### src/rtl/key_encoder.sv
// Eight-line debounced key encoder: synchronizes and debounces active-low key
// lines, queues press events per line and reports them lowest-index-first.
module key_encoder #(
  parameter int DEBOUNCE_CYCLES = 4
) (
  input  logic       clk,
  input  logic       rst_n,
  input  logic [7:0] in_n,
  input  logic       ready,
  input  logic       clear_ovf,
  output logic [2:0] code,
  output logic       valid,
  output logic [7:0] pressed,
  output logic       overflow
);

  localparam logic [7:0] CNT_MAX = 8'(DEBOUNCE_CYCLES - 1);

  logic [7:0]      sync1_q, sync2_q;
  logic [7:0][7:0] cnt_q, cnt_d;
  logic [7:0]      pressed_q, pressed_d;
  logic [7:0]      pend_q, pend_d;
  logic [2:0]      code_q, code_d;
  logic            valid_q, valid_d;
  logic            ovf_q, ovf_d;

  logic [7:0]      press_evt;
  logic [7:0]      take_mask;
  logic [2:0]      pick_idx;
  logic            out_free;

  // Debounce: a line must disagree with its debounced level for
  // DEBOUNCE_CYCLES consecutive edges before the level follows it.
  always_comb begin
    cnt_d     = cnt_q;
    pressed_d = pressed_q;
    for (int i = 0; i < 8; i++) begin
      if (sync2_q[i] == pressed_q[i]) begin
        cnt_d[i] = 8'd0;
      end else if (cnt_q[i] == CNT_MAX) begin
        cnt_d[i]     = 8'd0;
        pressed_d[i] = sync2_q[i];
      end else begin
        cnt_d[i] = cnt_q[i] + 8'd1;
      end
    end
  end

  // Handshake: code/valid form a valid/ready source; a transfer occurs on any
  // edge with valid=1 and ready=1, and code/valid hold while valid=1, ready=0.
  always_comb begin
    press_evt = pressed_d & ~pressed_q;
    out_free  = ~valid_q | ready;

    pick_idx = 3'd0;
    for (int i = 7; i >= 0; i--) begin
      if (pend_q[i]) pick_idx = 3'(i);
    end

    take_mask = 8'd0;
    code_d    = code_q;
    valid_d   = valid_q;
    if (out_free) begin
      if (pend_q != 8'd0) begin
        take_mask = 8'd1 << pick_idx;
        code_d    = pick_idx;
        valid_d   = 1'b1;
      end else begin
        valid_d = 1'b0;
      end
    end

    // A press landing on a still-pending line is merged and flagged; one that
    // lands as its bit is being consumed simply re-arms the bit.
    pend_d = (pend_q & ~take_mask) | press_evt;
    if ((press_evt & pend_q & ~take_mask) != 8'd0) begin
      ovf_d = 1'b1;
    end else if (clear_ovf) begin
      ovf_d = 1'b0;
    end else begin
      ovf_d = ovf_q;
    end
  end

  always_ff @(posedge clk) begin
    if (!rst_n) begin
      sync1_q   <= 8'd0;
      sync2_q   <= 8'd0;
      cnt_q     <= '0;
      pressed_q <= 8'd0;
      pend_q    <= 8'd0;
      code_q    <= 3'd0;
      valid_q   <= 1'b0;
      ovf_q     <= 1'b0;
    end else begin
      sync1_q   <= ~in_n;
      sync2_q   <= sync1_q;
      cnt_q     <= cnt_d;
      pressed_q <= pressed_d;
      pend_q    <= pend_d;
      code_q    <= code_d;
      valid_q   <= valid_d;
      ovf_q     <= ovf_d;
    end
  end

  assign code     = code_q;
  assign valid    = valid_q;
  assign pressed  = pressed_q;
  assign overflow = ovf_q;

endmodule

### config.mk
export PLATFORM = sky130hd
export DESIGN_NAME = key_encoder
export DESIGN_NICKNAME = d
export VERILOG_FILES = /design/src/rtl/key_encoder.sv
export SDC_FILE = /design/constraint.sdc
export NUM_CORES = 1
export LEC_CHECK = 0
export CAP_MARGIN = 10
export CORE_MARGIN = 2
export CORE_UTILIZATION = 55
export DETAILED_ROUTE_END_ITERATION = 7
export GPL_ROUTABILITY_DRIVEN = 0
export PLACE_DENSITY_LB_ADDON = 0.08
export SYNTH_ARGS = -nofsm -noshare
export SYNTH_HDL_FRONTEND = slang
export SYNTH_SLANG_ARGS = --single-unit
### constraint.sdc
create_clock -name clk -period 2 [get_ports clk]
set_input_delay 0.3 -clock clk [delete_from_list [all_inputs] [get_ports clk]]
set_output_delay 0.3 -clock clk [all_outputs]
set_load 0.005 [all_outputs]
### Word-level counts from Yosys, hierarchy flattened

Cells that the tools add are included.

| cells by class | value |
|---|---|
| muxes and demuxes | 29 |
| reductions and logical operators | 12 |
| bitwise operators | 11 |
| $add $sub $neg | 8 |
| shift operators | 1 |
| eq/ne operators | 16 |

Operators with widths:

| cell | number |
|---|---|
| $add A8 B1 Y8 const B | 8 |
| $eq A8 B2 Y1 const B | 8 |
| $and A8 B8 Y8 | 4 |
| $mux W3 | 8 |
| $not A8 Y8 | 3 |
| $reduce_or A3 Y1 | 8 |
| $mux W1 | 19 |
| $mux W8 | 2 |
| $reduce_bool A8 Y1 | 2 |
| $eq A1 B1 Y1 | 8 |
| $or A8 B8 Y8 | 1 |
| $shl A1 B3 Y8 const A | 1 |
| $not A1 Y1 | 2 |
| $reduce_and A2 Y1 | 1 |
| $reduce_bool A2 Y1 | 1 |
| $or A1 B1 Y1 | 1 |

| storage, ports and cells | value |
|---|---|
| word-level logic and storage cells | 92 |
| flip-flop bits (word level) | 101 |

### Logic depth before layout (Yosys ltp)

| depth | value |
|---|---|
| depth in word-level cells | 15 |
| mapped depth | 7 |
| depth with buffers taken out | 6 |

### Least setup slack after synthesis

OpenSTA, ideal clock, no wires.

| timing | value |
|---|---|
| path type | register to register |
| from | reg pend_q[0] |
| to | reg ovf_q (netlist: overflow) |
| setup time | 0.132 ns |
| slack | 0.207 ns |
| required time | 1.868 ns |
| data arrival time | 1.661 ns |
| stages on the path, launching flop included | 8 |
| clock period less this slack | 1.793 ns |
| cell sequence | dfxtp_1 > buf_6 > or4_4 > buf_6 > o31ai_4 > nor4b_1 > a311oi_1 > a21oi_1 |

| between the ends | value |
|---|---|
| word-level cells in the longest chain between the ends | 8 |
| elaborated cells on any way between the ends | 11 |

RTL lines:

| what | RTL line | text |
|---|---|---|
| from (decl) | 22 | `logic [7:0] pend_q, pend_d;` |
| from (signal assigned) | 100 | `pend_q <= pend_d;` |
| $mux W3 | 57 | `if (pend_q[i]) pick_idx = 3'(i);` |
| $shl A1 B3 Y8 | 65 | `take_mask = 8'd1 << pick_idx;` |
| $mux W8 | 64 | `if (pend_q != 8'd0) begin` |
| $mux W8 | 63 | `if (out_free) begin` |
| $not A8 Y8 | 76 | `if ((press_evt & pend_q & ~take_mask) != 8'd0) begin` |
| $and A8 B8 Y8 (*) | 76 |  |
| $reduce_bool A8 Y1 (*) | 76 |  |
| $mux W1 or $reduce_bool A2 Y1 (tied branches) | n/a |  |
| to (signal assigned) | 103 | `ovf_q <= ovf_d;` |
| to (decl) | 25 | `logic ovf_q, ovf_d;` |

Every way passes the cells marked *; elsewhere a longest branch is shown, timed or not.
A chain may end at the register's enable or synchronous reset.

### Worst setup path after layout

Same ends and word-level chain as after synthesis.

==> run_results.csv <==
group,metric,value,unit
die,die_w,89.2,µm
synthesis,postSynthNetCount,454,
clocking,cts_max_path_buffers,2,
synthesis,cell_type_contributing_the_most_total_cell_area_after_synthesis,"dfxtp_1",
drt,viasPerCell,5.12,
drt,via_count,2921,
setup_path,startpoint,"pend_q[0]$_SDFF_PN0_",
global_routing,gr-total-overflow,0,
synthesis,synth_flop_cell,"dfxtp_1",
setup_path,slowest_delay,0.60,ns
clocking,holdBufCountCts,0,
layout,layout.core_utilization,64.1,%
synthesis,synth.yosys.warnings,0,
setup_path,worst_setup_path_start_kind,"flop",
timing,post-route-period-util,89.3,%
clocking,cts_tree,"done",
die,chipHeight,89.2,µm
die,start_util,55.9,%
drt,detailedRoute.firstIterationViolations,100,
drt,drcViolationCount,0,
clocking,clock_insertion_delay_worst_skew,0.36,ns
placement,placed_area,0.00435,mm²
clocking,cts_root_buf,"clkbuf_8",
setup_path,worst_path_class_setup,"reg -> reg",
clocking,ctsResizeCount,0,
hold_path,holdCritStartpoint,"sync1_q[5]$_SDFF_PN0_",
timing,worst_pin_slew,0.845,ns
timing,relSlewSlack,43.5,%
setup_path,worst-r2r-cell-count,5,
synthesis,synth-edff-count,0,
drt,drt-wirelength-per-cell,11.6,µm
layout,drive_above_1_share,5.51,%
timing,timing.fmax,560,MHz
clocking,clk_pin_slew_worst_paths,0.10,ns
pwr,ir_worst_vdd,624,µV
synthesis,synth_most_common_cell,"dfxtp_1",
die,placeableCoreArea,0.00714,mm²
synthesis,synth_top_area_share,50.7,%
synthesis,post_synth_main_area_contributors,"dfxtp_1 51%, xor2_1 9.4%, nor2_1 8.7%",
placement,hpwl,4790,µm
timing,final-max-slew-violation-count,0,
setup_path,timing.critical_path.cells,"or4_4, o21ai_0, o22ai_1, a311oi_1, a21oi_1",
hold_path,min_path_cells,1,
global_routing,grt_antenna_before_repair,0,
drt,firstDrtPassIters,4,
synthesis,total_standard_cell_area_after_synthesis,0.00399,mm²
synthesis,synthesis.area_per_instance,9.19,µm²
timing,finalClockSkew,0.00745,ns
drt,post_detailed_route_count_of_antenna_violating_nets,0,
die,fp-row-count,31,
job,max-cap-violations,0,
pwr,cellPowerDensity,756,mW/mm²
layout,finish.cell_count_without_fillers,571,
clocking,numCtsBuffers,9,
timing,final_hold_viol_count,0,
timing,rsz0062_at_grt,"no",
status,result_of_the_run,"completed",
synthesis,synth_commonest_cells,"101 x dfxtp_1, 92 x nor2_1, 50 x nand3_1",
die,num_io_pins,25,
synthesis,ys_async_sr_fraction,0,%
setup_path,critical_path_peak_fanout,6,
die,design.die.area,0.00795,mm²
global_routing,wire_length_of_the_first_global_routing_pass,11100,µm
synthesis,postSynthRegisterBits,101,
placement,portBuffers,24,
global_routing,grt_start_max_net_pins,20,
setup_path,r2r_start,"pend_q[0]$_SDFF_PN0_",
layout,antenna_cells_inserted,0,
timing,finalSetupViolCount,0,
layout,multi_input_gate_area_in_the_final_layout,0.00188,mm²
layout,nFillCells,622,
drt,drt_wl_total,6620,µm
placement,dpl.cell_count,555,
setup_path,worst_path_max_delay_cell,"or4_4",
timing,setup_total_negative_slack,0,ns
layout,final_nets,487,
synthesis,seq_area_frac_synth,50.7,%
timing,period_needed,1.79,ns
setup_path,timing.critical_path.arrival,2.03,ns
setup_path,crit_path_end_kind,"flop",
global_routing,grt_pass1_vias,2600,
global_routing,globalRouteTotalUtil,17.8,%
synthesis,count_of_distinct_cell_types_in_the_synthesized_netlist,39,
layout,area_growth,14.6,%
clocking,post-cts-setup-buffer-count,0,
layout,final_area,0.00457,mm²
layout,reg_area,0.00202,mm²
clocking,clkSinkCount,101,
clocking,clock_tree.htree_level_count,3,
setup_path,worstPathRequired,2.25,ns
synthesis,netlist_instances,434,
pwr,power.static_leakage,1.72,nW
hold_path,worstHoldPathType,"reg -> reg",
flip-flops by register name (all words and copies together) (netlist names):
register,cells
cnt_q,64
code,3
overflow,1
pend_q,8
pressed,8
sync1_q,8
sync2_q,8
valid,1
logic make-up after synthesis:
kind of cell | Yosys count | share of synthesized area [%]
AND/OR/NAND/NOR | 210 | 25.4
XOR/XNOR | 56 | 12.3
adder cells (fa/ha/maj) | 8 | 2.51
flip-flops | 101 | 50.7
multiplexers | 6 | 1.51
AO/OA/AOI/OAI | 33 | 5.36
buffers and inverters | 20 | 2.26
cell usage in the layout (no fill, tap or decap), types with 6 or more instances in the layout:
cell	instances
clkdlybuf4s50_1	24
xor2_1	43
clkbuf_8	9
xnor2_1	13
nor2_1	92
dfxtp_1	101
and2_1	8
mux2i_1	6
a21oi_1	16
inv_1	12
nand2_1	14
nor4_1	6
buf_4	6
and3_1	13
ha_1	8
nand3_1	50
routing by layer:
layer | wire (µm) | global-route usage, %
met3 | 236 | 5.08
met2 | 3220 | 30.6
met4 | 91 | 6.92
met1 | 3070 | 21.1
met5 | 0 | 0
stage by stage:
step	hold WS [ns]	worst slack (ns)	total power, mW
floorplan	0.372	0.207	2.12
global placement	0.414	0.00587	2.16
detailed placement	0.422	-0.0607	2.16
CTS	0.426	0.203	3.51
global route	0.435	0.0715	3.59
finish	0.439	0.213	3.46
path summary, 6_finish.rpt:
check	slack, ns	endpoint
hold reg to reg	0.44	sync2_q[5]$_SDFF_PN0_
setup reg to reg	0.21	overflow$_SDFFE_PN0P_
hold / removal	0.44	sync2_q[5]$_SDFF_PN0_
setup / recovery	0.21	overflow$_SDFFE_PN0P_
critical path, delay by kind of cell, from the launching register on:
kind / cells / cell delay, ns
DFF: 1 / 0.32
and+or+nand+nor: 1 / 0.60
AOI/OAI and AO/OA: 4 / 0.76
layout make-up:
| type | count | share of cell area (%) |
|---|---|---|
| Sequential cell | 101 | 44.2 |
| Inverter | 12 | 0.985 |
| Clock buffer | 9 | 2.71 |
| Tap cell | 99 | 2.71 |
| Clock inverter | 7 | 1.97 |
| Timing Repair Buffer | 30 | 6.24 |
| Multi-Input combinational cell | 313 | 41.2 |
power by group:
part	total, mW	internal (mW)	leakage, nW	switching, mW
clock	1.34	0.609	0.108	0.732
combinational	0.0725	0.0366	0.795	0.0359
sequential	2.04	2.03	0.817	0.0126
total	3.46	2.68	1.72	0.780
No activity file was read; power rests on OpenSTA's default activity.
